File: src/rtl/alu_ctrl_pkg.sv
// rtl/alu_ctrl_pkg.sv - shared ALU opcodes, operand-select encodings and MIPS op/funct constants
// Contents: alu_op_e (4-bit ALU opcode), srca_e / srcb_e (operand selects),
//           OP_* (instr[31:26]) and FN_* (instr[5:0]) constants, XLEN.
package alu_ctrl_pkg;

  localparam int XLEN = 32;

  typedef enum logic [3:0] {
    ALU_ADD  = 4'd0,
    ALU_SUB  = 4'd1,
    ALU_AND  = 4'd2,
    ALU_OR   = 4'd3,
    ALU_XOR  = 4'd4,
    ALU_NOR  = 4'd5,
    ALU_SLT  = 4'd6,
    ALU_SLTU = 4'd7,
    ALU_SLL  = 4'd8,
    ALU_SRL  = 4'd9,
    ALU_SRA  = 4'd10
  } alu_op_e;

  typedef enum logic [1:0] {
    SRCA_RS    = 2'd0,
    SRCA_LUI   = 2'd1,
    SRCA_SHAMT = 2'd2,
    SRCA_ZERO  = 2'd3
  } srca_e;

  typedef enum logic [1:0] {
    SRCB_RT   = 2'd0,
    SRCB_IMM  = 2'd1,
    SRCB_ZERO = 2'd2
  } srcb_e;

  localparam logic [5:0] OP_RTYPE = 6'h00;
  localparam logic [5:0] OP_J     = 6'h02;
  localparam logic [5:0] OP_BEQ   = 6'h04;
  localparam logic [5:0] OP_BNE   = 6'h05;
  localparam logic [5:0] OP_ADDI  = 6'h08;
  localparam logic [5:0] OP_ADDIU = 6'h09;
  localparam logic [5:0] OP_SLTI  = 6'h0A;
  localparam logic [5:0] OP_SLTIU = 6'h0B;
  localparam logic [5:0] OP_ANDI  = 6'h0C;
  localparam logic [5:0] OP_ORI   = 6'h0D;
  localparam logic [5:0] OP_XORI  = 6'h0E;
  localparam logic [5:0] OP_LUI   = 6'h0F;
  localparam logic [5:0] OP_LW    = 6'h23;
  localparam logic [5:0] OP_SW    = 6'h2B;

  localparam logic [5:0] FN_SLL  = 6'h00;
  localparam logic [5:0] FN_SRL  = 6'h02;
  localparam logic [5:0] FN_SRA  = 6'h03;
  localparam logic [5:0] FN_ADD  = 6'h20;
  localparam logic [5:0] FN_ADDU = 6'h21;
  localparam logic [5:0] FN_SUB  = 6'h22;
  localparam logic [5:0] FN_SUBU = 6'h23;
  localparam logic [5:0] FN_AND  = 6'h24;
  localparam logic [5:0] FN_OR   = 6'h25;
  localparam logic [5:0] FN_XOR  = 6'h26;
  localparam logic [5:0] FN_NOR  = 6'h27;
  localparam logic [5:0] FN_SLT  = 6'h2A;
  localparam logic [5:0] FN_SLTU = 6'h2B;

endpackage

File: src/rtl/alu_ctrl_ex_me_if.sv
// rtl/alu_ctrl_ex_me_if.sv - decode / execute / EX-ME register signal bundle
// Modports: slave  - the alu_ctrl_ex_me block (decode in, ctrl out, EX in, ALU/ME out)
//           master - the surrounding pipeline (drives op/funct and EX inputs)
interface alu_ctrl_ex_me_if;
  import alu_ctrl_pkg::*;

  // decode
  logic [5:0]      op;
  logic [5:0]      funct;
  logic [3:0]      ctrl_alu;
  logic            ctrl_regdst;
  logic [1:0]      ctrl_alusrca;
  logic [1:0]      ctrl_alusrcb;
  logic            ctrl_mem2reg;
  logic            ctrl_ext;
  logic            ctrl_regwr;
  logic            ctrl_memwr;
  logic [1:0]      ctrl_branch;
  logic            ctrl_jump;
  // execute
  logic [3:0]      ex_alu_op;
  logic [1:0]      ex_alusrca;
  logic [1:0]      ex_alusrcb;
  logic            ex_regdst;
  logic [XLEN-1:0] ex_rs_val;
  logic [XLEN-1:0] ex_rt_val;
  logic [XLEN-1:0] ex_imm;
  logic [4:0]      ex_shamt;
  logic [4:0]      ex_rt;
  logic [4:0]      ex_rd;
  logic            ex_mem2reg;
  logic            ex_memwr;
  logic            ex_regwr;
  logic [XLEN-1:0] ex_alu_out;
  logic [4:0]      ex_wr_idx;
  // memory stage
  logic [XLEN-1:0] me_alu_out;
  logic [XLEN-1:0] me_wdata;
  logic [4:0]      me_wr_idx;
  logic            me_mem2reg;
  logic            me_memwr;
  logic            me_regwr;

  modport slave (
    input  op, funct,
    output ctrl_alu, ctrl_regdst, ctrl_alusrca, ctrl_alusrcb, ctrl_mem2reg,
           ctrl_ext, ctrl_regwr, ctrl_memwr, ctrl_branch, ctrl_jump,
    input  ex_alu_op, ex_alusrca, ex_alusrcb, ex_regdst, ex_rs_val, ex_rt_val,
           ex_imm, ex_shamt, ex_rt, ex_rd, ex_mem2reg, ex_memwr, ex_regwr,
    output ex_alu_out, ex_wr_idx,
    output me_alu_out, me_wdata, me_wr_idx, me_mem2reg, me_memwr, me_regwr
  );

  modport master (
    output op, funct,
    input  ctrl_alu, ctrl_regdst, ctrl_alusrca, ctrl_alusrcb, ctrl_mem2reg,
           ctrl_ext, ctrl_regwr, ctrl_memwr, ctrl_branch, ctrl_jump,
    output ex_alu_op, ex_alusrca, ex_alusrcb, ex_regdst, ex_rs_val, ex_rt_val,
           ex_imm, ex_shamt, ex_rt, ex_rd, ex_mem2reg, ex_memwr, ex_regwr,
    input  ex_alu_out, ex_wr_idx,
    input  me_alu_out, me_wdata, me_wr_idx, me_mem2reg, me_memwr, me_regwr
  );

endinterface

File: src/rtl/alu_core.sv
// rtl/alu_core.sv - combinational 32-bit integer ALU
// Ports: op (4-bit alu_op_e), a, b (operands), y (result). Shifts move b by a[4:0];
//        add/sub wrap; unused opcodes 11-15 yield 0.
module alu_core
  import alu_ctrl_pkg::*;
#(
  parameter int DW = 32
) (
  input  logic [3:0]    op,
  input  logic [DW-1:0] a,
  input  logic [DW-1:0] b,
  output logic [DW-1:0] y
);

  logic [4:0] sh;
  assign sh = a[4:0];

  always_comb begin
    y = '0;
    case (op)
      ALU_ADD:  y = a + b;
      ALU_SUB:  y = a - b;
      ALU_AND:  y = a & b;
      ALU_OR:   y = a | b;
      ALU_XOR:  y = a ^ b;
      ALU_NOR:  y = ~(a | b);
      ALU_SLT:  y = {{(DW-1){1'b0}}, ($signed(a) < $signed(b))};
      ALU_SLTU: y = {{(DW-1){1'b0}}, (a < b)};
      ALU_SLL:  y = b << sh;
      ALU_SRL:  y = b >> sh;
      ALU_SRA:  y = $unsigned($signed(b) >>> sh);
      default:  y = '0;
    endcase
  end

endmodule

File: src/rtl/alu_ctrl_ex_me.sv
// rtl/alu_ctrl_ex_me.sv - MIPS control decoder, EX-stage ALU with operand muxing, EX/ME register
// Ports: clk, rst (sync active-high, clears me_* only), bus (alu_ctrl_ex_me_if.slave),
//        flush (only when EXME_FLUSH_EN is defined: squashes me_* control bits, data still loads).
// Config macro: EXME_FLUSH_EN
module alu_ctrl_ex_me
  import alu_ctrl_pkg::*;
#(
  parameter int DW        = 32,
  parameter int LUI_SHAMT = 16
) (
  input  logic              clk,
  input  logic              rst,
`ifdef EXME_FLUSH_EN
  input  logic              flush,
`endif
  alu_ctrl_ex_me_if.slave   bus
);

  // ---------------- decoder ----------------
  always_comb begin
    bus.ctrl_alu     = ALU_ADD;
    bus.ctrl_regdst  = 1'b0;
    bus.ctrl_alusrca = SRCA_RS;
    bus.ctrl_alusrcb = SRCB_RT;
    bus.ctrl_mem2reg = 1'b0;
    bus.ctrl_ext     = 1'b0;
    bus.ctrl_regwr   = 1'b0;
    bus.ctrl_memwr   = 1'b0;
    bus.ctrl_branch  = 2'b00;
    bus.ctrl_jump    = 1'b0;

    case (bus.op)
      OP_RTYPE: begin
        // regdst/regwr only for recognised funct so unknown R-types stay a NOP
        bus.ctrl_regdst = 1'b1;
        bus.ctrl_regwr  = 1'b1;
        case (bus.funct)
          FN_ADD, FN_ADDU: bus.ctrl_alu = ALU_ADD;
          FN_SUB, FN_SUBU: bus.ctrl_alu = ALU_SUB;
          FN_AND:          bus.ctrl_alu = ALU_AND;
          FN_OR:           bus.ctrl_alu = ALU_OR;
          FN_XOR:          bus.ctrl_alu = ALU_XOR;
          FN_NOR:          bus.ctrl_alu = ALU_NOR;
          FN_SLT:          bus.ctrl_alu = ALU_SLT;
          FN_SLTU:         bus.ctrl_alu = ALU_SLTU;
          FN_SLL: begin
            bus.ctrl_alu     = ALU_SLL;
            bus.ctrl_alusrca = SRCA_SHAMT;
          end
          FN_SRL: begin
            bus.ctrl_alu     = ALU_SRL;
            bus.ctrl_alusrca = SRCA_SHAMT;
          end
          FN_SRA: begin
            bus.ctrl_alu     = ALU_SRA;
            bus.ctrl_alusrca = SRCA_SHAMT;
          end
          default: begin
            bus.ctrl_regdst = 1'b0;
            bus.ctrl_regwr  = 1'b0;
          end
        endcase
      end
      OP_ADDI, OP_ADDIU: begin
        bus.ctrl_alu     = ALU_ADD;
        bus.ctrl_alusrcb = SRCB_IMM;
        bus.ctrl_ext     = 1'b1;
        bus.ctrl_regwr   = 1'b1;
      end
      OP_SLTI: begin
        bus.ctrl_alu     = ALU_SLT;
        bus.ctrl_alusrcb = SRCB_IMM;
        bus.ctrl_ext     = 1'b1;
        bus.ctrl_regwr   = 1'b1;
      end
      OP_SLTIU: begin
        bus.ctrl_alu     = ALU_SLTU;
        bus.ctrl_alusrcb = SRCB_IMM;
        bus.ctrl_ext     = 1'b1;
        bus.ctrl_regwr   = 1'b1;
      end
      OP_ANDI: begin
        bus.ctrl_alu     = ALU_AND;
        bus.ctrl_alusrcb = SRCB_IMM;
        bus.ctrl_regwr   = 1'b1;
      end
      OP_ORI: begin
        bus.ctrl_alu     = ALU_OR;
        bus.ctrl_alusrcb = SRCB_IMM;
        bus.ctrl_regwr   = 1'b1;
      end
      OP_XORI: begin
        bus.ctrl_alu     = ALU_XOR;
        bus.ctrl_alusrcb = SRCB_IMM;
        bus.ctrl_regwr   = 1'b1;
      end
      OP_LUI: begin
        // lui = imm << LUI_SHAMT, reusing the SLL path with a constant A operand
        bus.ctrl_alu     = ALU_SLL;
        bus.ctrl_alusrca = SRCA_LUI;
        bus.ctrl_alusrcb = SRCB_IMM;
        bus.ctrl_regwr   = 1'b1;
      end
      OP_LW: begin
        bus.ctrl_alu     = ALU_ADD;
        bus.ctrl_alusrcb = SRCB_IMM;
        bus.ctrl_ext     = 1'b1;
        bus.ctrl_mem2reg = 1'b1;
        bus.ctrl_regwr   = 1'b1;
      end
      OP_SW: begin
        bus.ctrl_alu     = ALU_ADD;
        bus.ctrl_alusrcb = SRCB_IMM;
        bus.ctrl_ext     = 1'b1;
        bus.ctrl_memwr   = 1'b1;
      end
      OP_BEQ: begin
        bus.ctrl_branch = 2'b01;
        bus.ctrl_ext    = 1'b1;
      end
      OP_BNE: begin
        bus.ctrl_branch = 2'b10;
        bus.ctrl_ext    = 1'b1;
      end
      OP_J: begin
        bus.ctrl_jump = 1'b1;
      end
      default: ;
    endcase
  end

  // ---------------- execute ----------------
  localparam logic [DW-1:0] LUI_A = DW'(LUI_SHAMT);

  logic [DW-1:0] alu_a;
  logic [DW-1:0] alu_b;

  always_comb begin
    alu_a = '0;
    case (bus.ex_alusrca)
      SRCA_RS:    alu_a = bus.ex_rs_val;
      SRCA_LUI:   alu_a = LUI_A;
      SRCA_SHAMT: alu_a = {{(DW-5){1'b0}}, bus.ex_shamt};
      default:    alu_a = '0;
    endcase
  end

  always_comb begin
    alu_b = '0;
    case (bus.ex_alusrcb)
      SRCB_RT:  alu_b = bus.ex_rt_val;
      SRCB_IMM: alu_b = bus.ex_imm;
      default:  alu_b = '0;
    endcase
  end

  alu_core #(.DW(DW)) u_alu (
    .op (bus.ex_alu_op),
    .a  (alu_a),
    .b  (alu_b),
    .y  (bus.ex_alu_out)
  );

  assign bus.ex_wr_idx = bus.ex_regdst ? bus.ex_rd : bus.ex_rt;

  // ---------------- EX/ME register ----------------
  logic kill_ctrl;
`ifdef EXME_FLUSH_EN
  assign kill_ctrl = flush;
`else
  assign kill_ctrl = 1'b0;
`endif

  always_ff @(posedge clk) begin
    if (rst) begin
      bus.me_alu_out <= '0;
      bus.me_wdata   <= '0;
      bus.me_wr_idx  <= '0;
      bus.me_mem2reg <= 1'b0;
      bus.me_memwr   <= 1'b0;
      bus.me_regwr   <= 1'b0;
    end else begin
      bus.me_alu_out <= bus.ex_alu_out;
      bus.me_wdata   <= bus.ex_rt_val;
      bus.me_wr_idx  <= bus.ex_wr_idx;
      // a flushed slot keeps its data but can no longer write anything
      bus.me_mem2reg <= bus.ex_mem2reg & ~kill_ctrl;
      bus.me_memwr   <= bus.ex_memwr   & ~kill_ctrl;
      bus.me_regwr   <= bus.ex_regwr   & ~kill_ctrl;
    end
  end

endmodule

File: src/flat_wrapper.sv
// flat-port wrapper written by rule: the top's interface ports become plain ports
module alu_ctrl_ex_me_flat import alu_ctrl_pkg::*;
#(
  parameter int DW        = 32,
  parameter int LUI_SHAMT = 16
)
  (clk, rst, bus_op, bus_funct, bus_ctrl_alu, bus_ctrl_regdst, bus_ctrl_alusrca, bus_ctrl_alusrcb, bus_ctrl_mem2reg, bus_ctrl_ext, bus_ctrl_regwr, bus_ctrl_memwr, bus_ctrl_branch, bus_ctrl_jump, bus_ex_alu_op, bus_ex_alusrca, bus_ex_alusrcb, bus_ex_regdst, bus_ex_rs_val, bus_ex_rt_val, bus_ex_imm, bus_ex_shamt, bus_ex_rt, bus_ex_rd, bus_ex_mem2reg, bus_ex_memwr, bus_ex_regwr, bus_ex_alu_out, bus_ex_wr_idx, bus_me_alu_out, bus_me_wdata, bus_me_wr_idx, bus_me_mem2reg, bus_me_memwr, bus_me_regwr);
  alu_ctrl_ex_me_if bus_i ();
  input  logic clk;
  input  logic rst;
  input wire logic [$bits(bus_i.op)-1:0] bus_op;
  input wire logic [$bits(bus_i.funct)-1:0] bus_funct;
  output wire logic [$bits(bus_i.ctrl_alu)-1:0] bus_ctrl_alu;
  output wire logic [$bits(bus_i.ctrl_regdst)-1:0] bus_ctrl_regdst;
  output wire logic [$bits(bus_i.ctrl_alusrca)-1:0] bus_ctrl_alusrca;
  output wire logic [$bits(bus_i.ctrl_alusrcb)-1:0] bus_ctrl_alusrcb;
  output wire logic [$bits(bus_i.ctrl_mem2reg)-1:0] bus_ctrl_mem2reg;
  output wire logic [$bits(bus_i.ctrl_ext)-1:0] bus_ctrl_ext;
  output wire logic [$bits(bus_i.ctrl_regwr)-1:0] bus_ctrl_regwr;
  output wire logic [$bits(bus_i.ctrl_memwr)-1:0] bus_ctrl_memwr;
  output wire logic [$bits(bus_i.ctrl_branch)-1:0] bus_ctrl_branch;
  output wire logic [$bits(bus_i.ctrl_jump)-1:0] bus_ctrl_jump;
  input wire logic [$bits(bus_i.ex_alu_op)-1:0] bus_ex_alu_op;
  input wire logic [$bits(bus_i.ex_alusrca)-1:0] bus_ex_alusrca;
  input wire logic [$bits(bus_i.ex_alusrcb)-1:0] bus_ex_alusrcb;
  input wire logic [$bits(bus_i.ex_regdst)-1:0] bus_ex_regdst;
  input wire logic [$bits(bus_i.ex_rs_val)-1:0] bus_ex_rs_val;
  input wire logic [$bits(bus_i.ex_rt_val)-1:0] bus_ex_rt_val;
  input wire logic [$bits(bus_i.ex_imm)-1:0] bus_ex_imm;
  input wire logic [$bits(bus_i.ex_shamt)-1:0] bus_ex_shamt;
  input wire logic [$bits(bus_i.ex_rt)-1:0] bus_ex_rt;
  input wire logic [$bits(bus_i.ex_rd)-1:0] bus_ex_rd;
  input wire logic [$bits(bus_i.ex_mem2reg)-1:0] bus_ex_mem2reg;
  input wire logic [$bits(bus_i.ex_memwr)-1:0] bus_ex_memwr;
  input wire logic [$bits(bus_i.ex_regwr)-1:0] bus_ex_regwr;
  output wire logic [$bits(bus_i.ex_alu_out)-1:0] bus_ex_alu_out;
  output wire logic [$bits(bus_i.ex_wr_idx)-1:0] bus_ex_wr_idx;
  output wire logic [$bits(bus_i.me_alu_out)-1:0] bus_me_alu_out;
  output wire logic [$bits(bus_i.me_wdata)-1:0] bus_me_wdata;
  output wire logic [$bits(bus_i.me_wr_idx)-1:0] bus_me_wr_idx;
  output wire logic [$bits(bus_i.me_mem2reg)-1:0] bus_me_mem2reg;
  output wire logic [$bits(bus_i.me_memwr)-1:0] bus_me_memwr;
  output wire logic [$bits(bus_i.me_regwr)-1:0] bus_me_regwr;
  assign bus_i.op = bus_op;
  assign bus_i.funct = bus_funct;
  assign bus_ctrl_alu = bus_i.ctrl_alu;
  assign bus_ctrl_regdst = bus_i.ctrl_regdst;
  assign bus_ctrl_alusrca = bus_i.ctrl_alusrca;
  assign bus_ctrl_alusrcb = bus_i.ctrl_alusrcb;
  assign bus_ctrl_mem2reg = bus_i.ctrl_mem2reg;
  assign bus_ctrl_ext = bus_i.ctrl_ext;
  assign bus_ctrl_regwr = bus_i.ctrl_regwr;
  assign bus_ctrl_memwr = bus_i.ctrl_memwr;
  assign bus_ctrl_branch = bus_i.ctrl_branch;
  assign bus_ctrl_jump = bus_i.ctrl_jump;
  assign bus_i.ex_alu_op = bus_ex_alu_op;
  assign bus_i.ex_alusrca = bus_ex_alusrca;
  assign bus_i.ex_alusrcb = bus_ex_alusrcb;
  assign bus_i.ex_regdst = bus_ex_regdst;
  assign bus_i.ex_rs_val = bus_ex_rs_val;
  assign bus_i.ex_rt_val = bus_ex_rt_val;
  assign bus_i.ex_imm = bus_ex_imm;
  assign bus_i.ex_shamt = bus_ex_shamt;
  assign bus_i.ex_rt = bus_ex_rt;
  assign bus_i.ex_rd = bus_ex_rd;
  assign bus_i.ex_mem2reg = bus_ex_mem2reg;
  assign bus_i.ex_memwr = bus_ex_memwr;
  assign bus_i.ex_regwr = bus_ex_regwr;
  assign bus_ex_alu_out = bus_i.ex_alu_out;
  assign bus_ex_wr_idx = bus_i.ex_wr_idx;
  assign bus_me_alu_out = bus_i.me_alu_out;
  assign bus_me_wdata = bus_i.me_wdata;
  assign bus_me_wr_idx = bus_i.me_wr_idx;
  assign bus_me_mem2reg = bus_i.me_mem2reg;
  assign bus_me_memwr = bus_i.me_memwr;
  assign bus_me_regwr = bus_i.me_regwr;
  alu_ctrl_ex_me #(.DW(DW), .LUI_SHAMT(LUI_SHAMT)) u_core (.clk(clk), .rst(rst), .bus(bus_i));
endmodule
File: config.mk
export PLATFORM = sky130hd
export DESIGN_NAME = alu_ctrl_ex_me_flat
export DESIGN_NICKNAME = d
export VERILOG_FILES = /design/src/rtl/alu_ctrl_pkg.sv /design/src/rtl/alu_ctrl_ex_me_if.sv /design/src/rtl/alu_core.sv /design/src/rtl/alu_ctrl_ex_me.sv /design/src/flat_wrapper.sv
export SDC_FILE = /design/constraint.sdc
export NUM_CORES = 1
export LEC_CHECK = 0
export CAP_MARGIN = 5
export CORE_MARGIN = 10
export CORE_UTILIZATION = 45
export DETAILED_ROUTE_END_ITERATION = 6
export DONT_BUFFER_PORTS = 1
export SLEW_MARGIN = 30
export SYNTH_ARGS = -nofsm -noshare
export SYNTH_HDL_FRONTEND = slang
export SYNTH_SLANG_ARGS = --single-unit
File: constraint.sdc
create_clock -name clk -period 16.5 [get_ports clk]
set_clock_uncertainty 0.05 [all_clocks]
set_input_delay 3.3 -clock clk [delete_from_list [all_inputs] [get_ports clk]]
set_output_delay 3.3 -clock clk [all_outputs]
set_load 0.01 [all_outputs]
==> metrics.md, run 1 <==
| Metric | Value |
|---|---|
| Outcome | `finished clean` |
| LEAKAGE | `0.00522 uW` |
| Crit path cell chain | `mux2i_4 -> nor2_8 -> inv_6 -> ha_1 -> nand2b_1 -> a211o_1 -> a311oi_1 -> a31oi_1 -> nor3_1 -> o21ai_0 -> and3_1 -> o22ai_1 -> nand3_1` |
| Top Ports | `about 260` |
| First-pass GRT wire length | `89,100 um` |
| CTS tree | `built` |
| Drc violations | `0` |
| Horiz. Die Dim | `187 um` |
| Vert. Die Dim | `~190 um` |
| Maximum number of pins on one net before global-route repair | `between 70 and 80` |
| Max VDD drop | `0.0000457 V` |
| Worst Hold Class | `in2reg` |
| Core area | `27,200 um2` |
| Worst-path clk slew | `0.08 ns` |
| Rel. slew slack | `0.344` |
| Crit path depth | `13` |
| Post-synthesis sequential area ratio | `0.115` |
| CTS resizes | `0` |
| Wire per inst | `29.1 um` |
| Synth Flop Type | `dfxtp_1` |
| Synthesized Nets | `2,005` |
| Clock tree root buffer cell | `clkbuf_16` |
| Placed insts | `about 2,100` |
| CP Capture Type | `primary output` |
| Number of synthesized flops with an enable pin | `0` |
| Post-route minimum period | `11.46 ns` |
| Final antenna-violating net count | `0` |
| Hold path endpoint | `u_core.bus.me_wr_idx[1]$_SDFF_PP0_` |
| Crit-path max FO | `56` |
| Power Dens Cells | `63.2 nW/um2` |
| DR pass1 iterations | `6` |
| CP required | `around 13 ns` |
| Hold Violations, Final | `0` |
| Global route total overflow | `0` |
| Share of cells above drive strength 1 | `0.0867` |
| Area of the mapped netlist | `12,500 um2` |
| Critical-path top delay cell | `nor3_1` |
| DP Wirelength | `roughly 46,000 um` |
| Detailed Route Iter0 Violations | `2,336` |
| CTS max path bufs | `2` |
| # diodes | `0` |
| Slew @ Worst Pin | `slightly below 1 ns` |
| Warnings, synthesis | `0` |
| Synth-to-layout area growth | `4.19%` |
| Avg Cell Area, Syn | `7.07 um2` |
| Asr flop ratio synth | `0` |
| WS Path Type | `in2out` |
| Setup ws final | `5.04 ns` |
| Max-cap violations | `0` |
| CP Data Arrival Time | `8.11 ns` |
| Total number of vias | `14,600` |
| Tcrit/Tclk final | `0.695` |
| Worst path max stage delay | `0.83 ns` |
| Cells after Synth | `1,767` |
| Hold_buf cts | `0` |
| Die Area | `34,800 um2` |
| Clock sink count | `72` |
| HP Start | `rst` |
| Total power | `822 uW` |
| Initial Util | `0.460` |
| Vias in the first global route | `approximately 13,000` |
| Fin util | `0.479` |
| #FFs+latches synth | `72` |
| Unrepaired setup endpoints after global routing | `false` |
| Post-CTS Setup Bufs | `0` |
| Vias per cell | `7.06` |
| Setup TNS | `0 ns` |
| RePlAce Congestion | `between 1 and 1.5` |
| Port Buffers | `0` |
| Bufs and invs on worst path | `1` |
| Non-filler instance count after layout | `2,068` |
| Final Setup Violations | `0` |
| WHS Path Cells | `1` |
| Fmax | `87.3 MHz` |
| Inserted Clock Buffers | `9` |
| Num rows | `60` |
| Initial antenna violation count | `3` |
| Worst slack, placed | `5.25 ns` |
| Netlist cell types | `85` |
| H-tree depth | `3` |
| Cell family contributing the most delay on the critical path | `simple AND/OR/NAND/NOR gates` |
| Worst setup SP type | `primary input` |
| Total GRT Usage | `0.325` |
| WL final | `60,200 um` |
| Slew Viols, Final | `0` |
| # nets final | `1,929` |
==> layout make-up <==
type,count,area [um2]
Clock buffer,9,225
Clock inverter,7,77.6
Fill cell,2846,14200
Inverter,105,399
Multi-Input combinational cell,1462,10100
Sequential cell,72,1440
Tap cell,372,465
Timing Repair Buffer,41,308
==> metrics by stage <==
stage / hold WS (ns) / cell area [um2]
after floorplan: 3.38 / 12500
after global placement: 3.33 / 12700
after detailed placement: 3.33 / 12700
after CTS: 2.94 / 13000
after global routing: 2.94 / 13000
final: 2.95 / 13000
==> where the power goes <==
part | leakage, uW | internal (uW) | switching, uW
clock network | 0.000152 | 120 | 103
logic | 0.00447 | 133 | 268
registers | 0.000597 | 187 | 12.0
total | 0.00522 | 440 | 382
==> sequential cells by signal (all words and copies together), names as in the netlist <==
| name | flops |
|---|---|
| u_core.bus.me_wr_idx | 5 |
| u_core.bus.me_regwr | 1 |
| u_core.bus.me_wdata | 32 |
| u_core.bus.me_alu_out | 32 |
| u_core.bus.me_mem2reg | 1 |
| u_core.bus.me_memwr | 1 |
==> metal layers <==
layer / vias to the layer above / global-route usage / part of all wire
met1: 6921 / 0.422 / 0.39
li1: 6413 / - / -
met5: - / 0 / 0.00045
met3: 178 / 0.0834 / 0.12
met2: 1074 / 0.495 / 0.43
met4: 4 / 0.151 / 0.051
==> kinds of logic (layout without fill, tap and decap cells) <==
group	Yosys count	after routing	synth area share
buf+inv	233	162	0.0787
compound gates	602	602	0.319
flops	72	72	0.115
mux	130	130	0.147
xor+xnor	11	11	0.00771
simple gates	617	617	0.230
other cells	1	1	0.000300
fa+ha+maj	101	101	0.102
==> how the worst max path moves through the flow <==
stage | from | endpoint | slack, ns
after floorplan | bus_ex_alusrca[1] | bus_ex_alu_out[25] | 5.91
after global placement | bus_ex_alusrca[1] | bus_ex_alu_out[27] | 5.28
final | bus_ex_alusrca[1] | bus_ex_alu_out[27] | 5.04
after detailed placement | bus_ex_alusrca[1] | bus_ex_alu_out[27] | 5.25
after global routing | bus_ex_alusrca[1] | bus_ex_alu_out[27] | 4.79
after CTS | bus_ex_alusrca[1] | bus_ex_alu_out[30] | 5.22
==> Yosys cell counts (all sizes together) (7+ instances only) <==
| cell | instances | area (um2) |
|---|---|---|
| xnor2 | 9 | 78.8 |
| clkbuf | 92 | 345 |
| nor3 | 47 | 235 |
| o2111ai | 10 | 87.6 |
| o221ai | 7 | 61.3 |
| mux2i | 76 | 773 |
| buf | 36 | 239 |
| mux2 | 14 | 158 |
| a22oi | 12 | 90.1 |
| o311ai | 9 | 78.8 |
| inv | 102 | 388 |
| dfxtp | 72 | 1440 |
| nand3 | 28 | 140 |
| a31oi | 20 | 125 |
| nor4 | 15 | 93.8 |
| o31ai | 14 | 105 |
| ha | 99 | 1240 |
| a21o | 7 | 52.6 |
| o211ai | 32 | 240 |
| o21a | 11 | 82.6 |
| a211oi | 35 | 263 |
| o21ai | 140 | 701 |
| a221oi | 25 | 219 |
| o21bai | 11 | 82.6 |
| nand2b | 15 | 93.8 |
| o22ai | 42 | 263 |
| or2 | 14 | 87.6 |
| mux4 | 40 | 908 |
| a41oi | 7 | 61.3 |
| and2 | 7 | 46.3 |
| nand2 | 162 | 608 |
| nand4 | 11 | 68.8 |
| or3 | 12 | 75.1 |
| nor2b | 68 | 425 |
| a221o | 16 | 160 |
| a21oi | 140 | 708 |
| nor2 | 218 | 845 |
| a211o | 8 | 70.1 |
==> cells in the final DEF, fill, tap and decap left out, types with 15 or more instances in the layout <==
| cell type | count |
|---|---|
| nand3_1 | 28 |
| buf_4 | 41 |
| nor2_1 | 210 |
| a221o_1 | 16 |
| mux2i_1 | 75 |
| nand2_1 | 162 |
| o21ai_0 | 134 |
| a211oi_1 | 35 |
| nor2b_1 | 68 |
| nand2b_1 | 15 |
| o211ai_1 | 32 |
| ha_1 | 99 |
| a21oi_1 | 138 |
| inv_1 | 99 |
| dfxtp_1 | 72 |
| o22ai_1 | 42 |
| nor3_1 | 45 |
| mux4_2 | 38 |
| a31oi_1 | 20 |
| a221oi_1 | 25 |
Power figures use the tool's default switching activity.
==> run 2, diff against run 1 <==
==> constraint.sdc (replaced) <==
create_clock -name clk -period 10.7 [get_ports clk]
set_clock_uncertainty 0.05 [all_clocks]
set_input_delay 2.14 -clock clk [delete_from_list [all_inputs] [get_ports clk]]
set_output_delay 2.14 -clock clk [all_outputs]
set_load 0.01 [all_outputs]
==> run 2 against run 1 <==
Routed wire length increased by 1.2%. First-iteration DRC count is 0.43% lower. Worst setup slack lost 3.6 ns. Worst hold slack worse by 1.1 ns. Via count shrank 1.2%. Count of clock-buffer cells in the layout did not move. Cell count is 0.15% higher. The flow now finishes with violations (design-rule violations). Total power grew 54%. Sequential share of layout area barely moved. Combinational power rose by 55%. Clock power rose by 52%. Flip-flop and latch count did not move.
==> metrics.md, run 2 (same netlist as run 1, synthesis figures left out) <==
| Metric | Value |
|---|---|
| HP Start | `rst` |
| CTS tree | `built` |
| Initial Util | `0.460` |
| Die Area | `34,800 um2` |
| Maximum number of pins on one net before global-route repair | `73` |
| Hold slack | `1.80 ns` |
| Fin util | `0.480` |
| Final antenna-violating net count | `0` |
| Rel. slew slack | `0.319` |
| Final Setup Violations | `0` |
| Hold_buf cts | `0` |
| CP Data Arrival Time | `7.03 ns` |
| Setup ws final | `1.48 ns` |
| Total number of vias | `14,400` |
| Commonest non-fill, non-tap cell in the layout | `nor2_1` |
| Slew @ Worst Pin | `1.02 ns` |
| Cell family contributing the most delay on the critical path | `simple AND/OR/NAND/NOR gates` |
| CTS resizes | `0` |
| Post-route minimum period | `9.22 ns` |
| WS Path Type | `in2out` |
| Drc violations | `1` |
| Detailed Route Iter0 Violations | `2,326` |
| Worst setup path startpoint | `bus_ex_alusrca[1]` |
| Clock tree root buffer cell | `clkbuf_16` |
| Worst setup SP type | `primary input` |
| Worst Hold Class | `in2reg` |
| Setup TNS | `0 ns` |
| Worst path max stage delay | `~0.81 ns` |
| CTS max path bufs | `2` |
| Vert. Die Dim | `between 150 and 200 um` |
| Regs by FF count | `u_core.bus.me_alu_out: 32 flops, u_core.bus.me_wdata: 32 flops, u_core.bus.me_wr_idx: 5 flops` |
| Horiz. Die Dim | `187 um` |
| Hold Violations, Final | `0` |
| # diodes | `0` |
| RePlAce Congestion | `1.03` |
| Vias per cell | `6.96` |
| Worst-path clk slew | `~0.070 ns` |
| Wire per inst | `29.4 um` |
| Share of cells above drive strength 1 | `0.0889` |
| Clock sink count | `a little over 70` |
| Num rows | `60` |
| CP required | `between 8 and 9 ns` |
| Max-cap violations | `0` |
| Port Buffers | `0` |
| Slew Viols, Final | `0` |
| Synth-to-layout area growth | `4.47%` |
| First-pass GRT wire length | `approximately 90,000 um` |
| Worst slack, placed | `around 1.7 ns` |
| Core area | `around 27,000 um2` |
| Fmax | `~110 MHz` |
| Most frequent cells in the layout | `nor2_1 (209), nand2_1 (162), a21oi_1 (138), o21ai_0 (135)` |
| Max VDD drop | `0.0000605 V` |
| Bufs and invs on worst path | `1` |
| Vias in the first global route | `13,300` |
| Post-CTS Setup Bufs | `0` |
| Power Dens Cells | `~100 nW/um2` |
| Inserted Clock Buffers | `9` |
| DP Wirelength | `47,300 um` |
| Initial antenna violation count | `1` |
| Global route total overflow | `0` |
| Violated checks | `design-rule violations` |
| Tcrit/Tclk final | `0.862` |
| Crit path cell chain | `mux2i_4 -> nor2_8 -> inv_6 -> ha_1 -> nand2b_1 -> a211o_1 -> a311oi_1 -> a31oi_1 -> nor3_1 -> o21ai_0 -> and3_1 -> o22ai_1 -> nand3_1` |
| H-tree depth | `3` |
| WL final | `60,900 um` |
| Top Ports | `262` |
| Unrepaired setup endpoints after global routing | `false` |
| DR pass1 iterations | `7` |
| # nets final | `a little under 2,000` |
| Critical-path top delay cell | `nor3_1` |
| CP Capture Type | `primary output` |
| Outcome | `complete, but fails checks` |
| Crit-path max FO | `56` |
| LEAKAGE | `0.00524 uW` |
| Total GRT Usage | `0.329` |
==> run 2: cell types whose count changed in the layout (fill, tap and decap cells not counted), sizes merged <==
| cell | previous run | this run |
|---|---|---|
| buf | 41 | 44 |
==> run 2: cell type report <==
class	instances	area, um2
fill	2840	14100
clock inverter	7	77.6
multi-input combinational	1462	10100
tap	372	465
inverter	105	399
timing repair buffer	44	330
sequential	72	1440
clock buffer	9	225
==> run 2: worst paths after layout <==
path | slack [ns] | to | depth (start not counted)
max | 1.48 | bus_ex_alu_out[27] | 13
min | 1.80 | u_core.bus.me_wr_idx[1]$_SDFF_PP0_ | 1
==> run 2: per-layer routing <==
layer	vias to the layer above	routed length [um]	GRT usage	part of all wire
met5	-	0	0	0
li1	6406	-	-	-
met3	133	6620	0.0689	0.11
met2	1000	26500	0.505	0.44
met1	6881	24900	0.438	0.41
met4	0	2840	0.140	0.047
==> run 2: power by group <==
part	internal (uW)	switching [uW]
Combinational	207	416
Sequential	288	18.6
Clock	184	154
Total	679	588
==> run 2: per-stage QoR <==
stage	std cells	instance area [um2]	power, uW
floorplan	1767	12500	745
global placement	2055	12700	912
detailed placement	2055	12800	912
CTS	2071	13100	1250
global route	2071	13100	1320
finish	2071	13100	1270
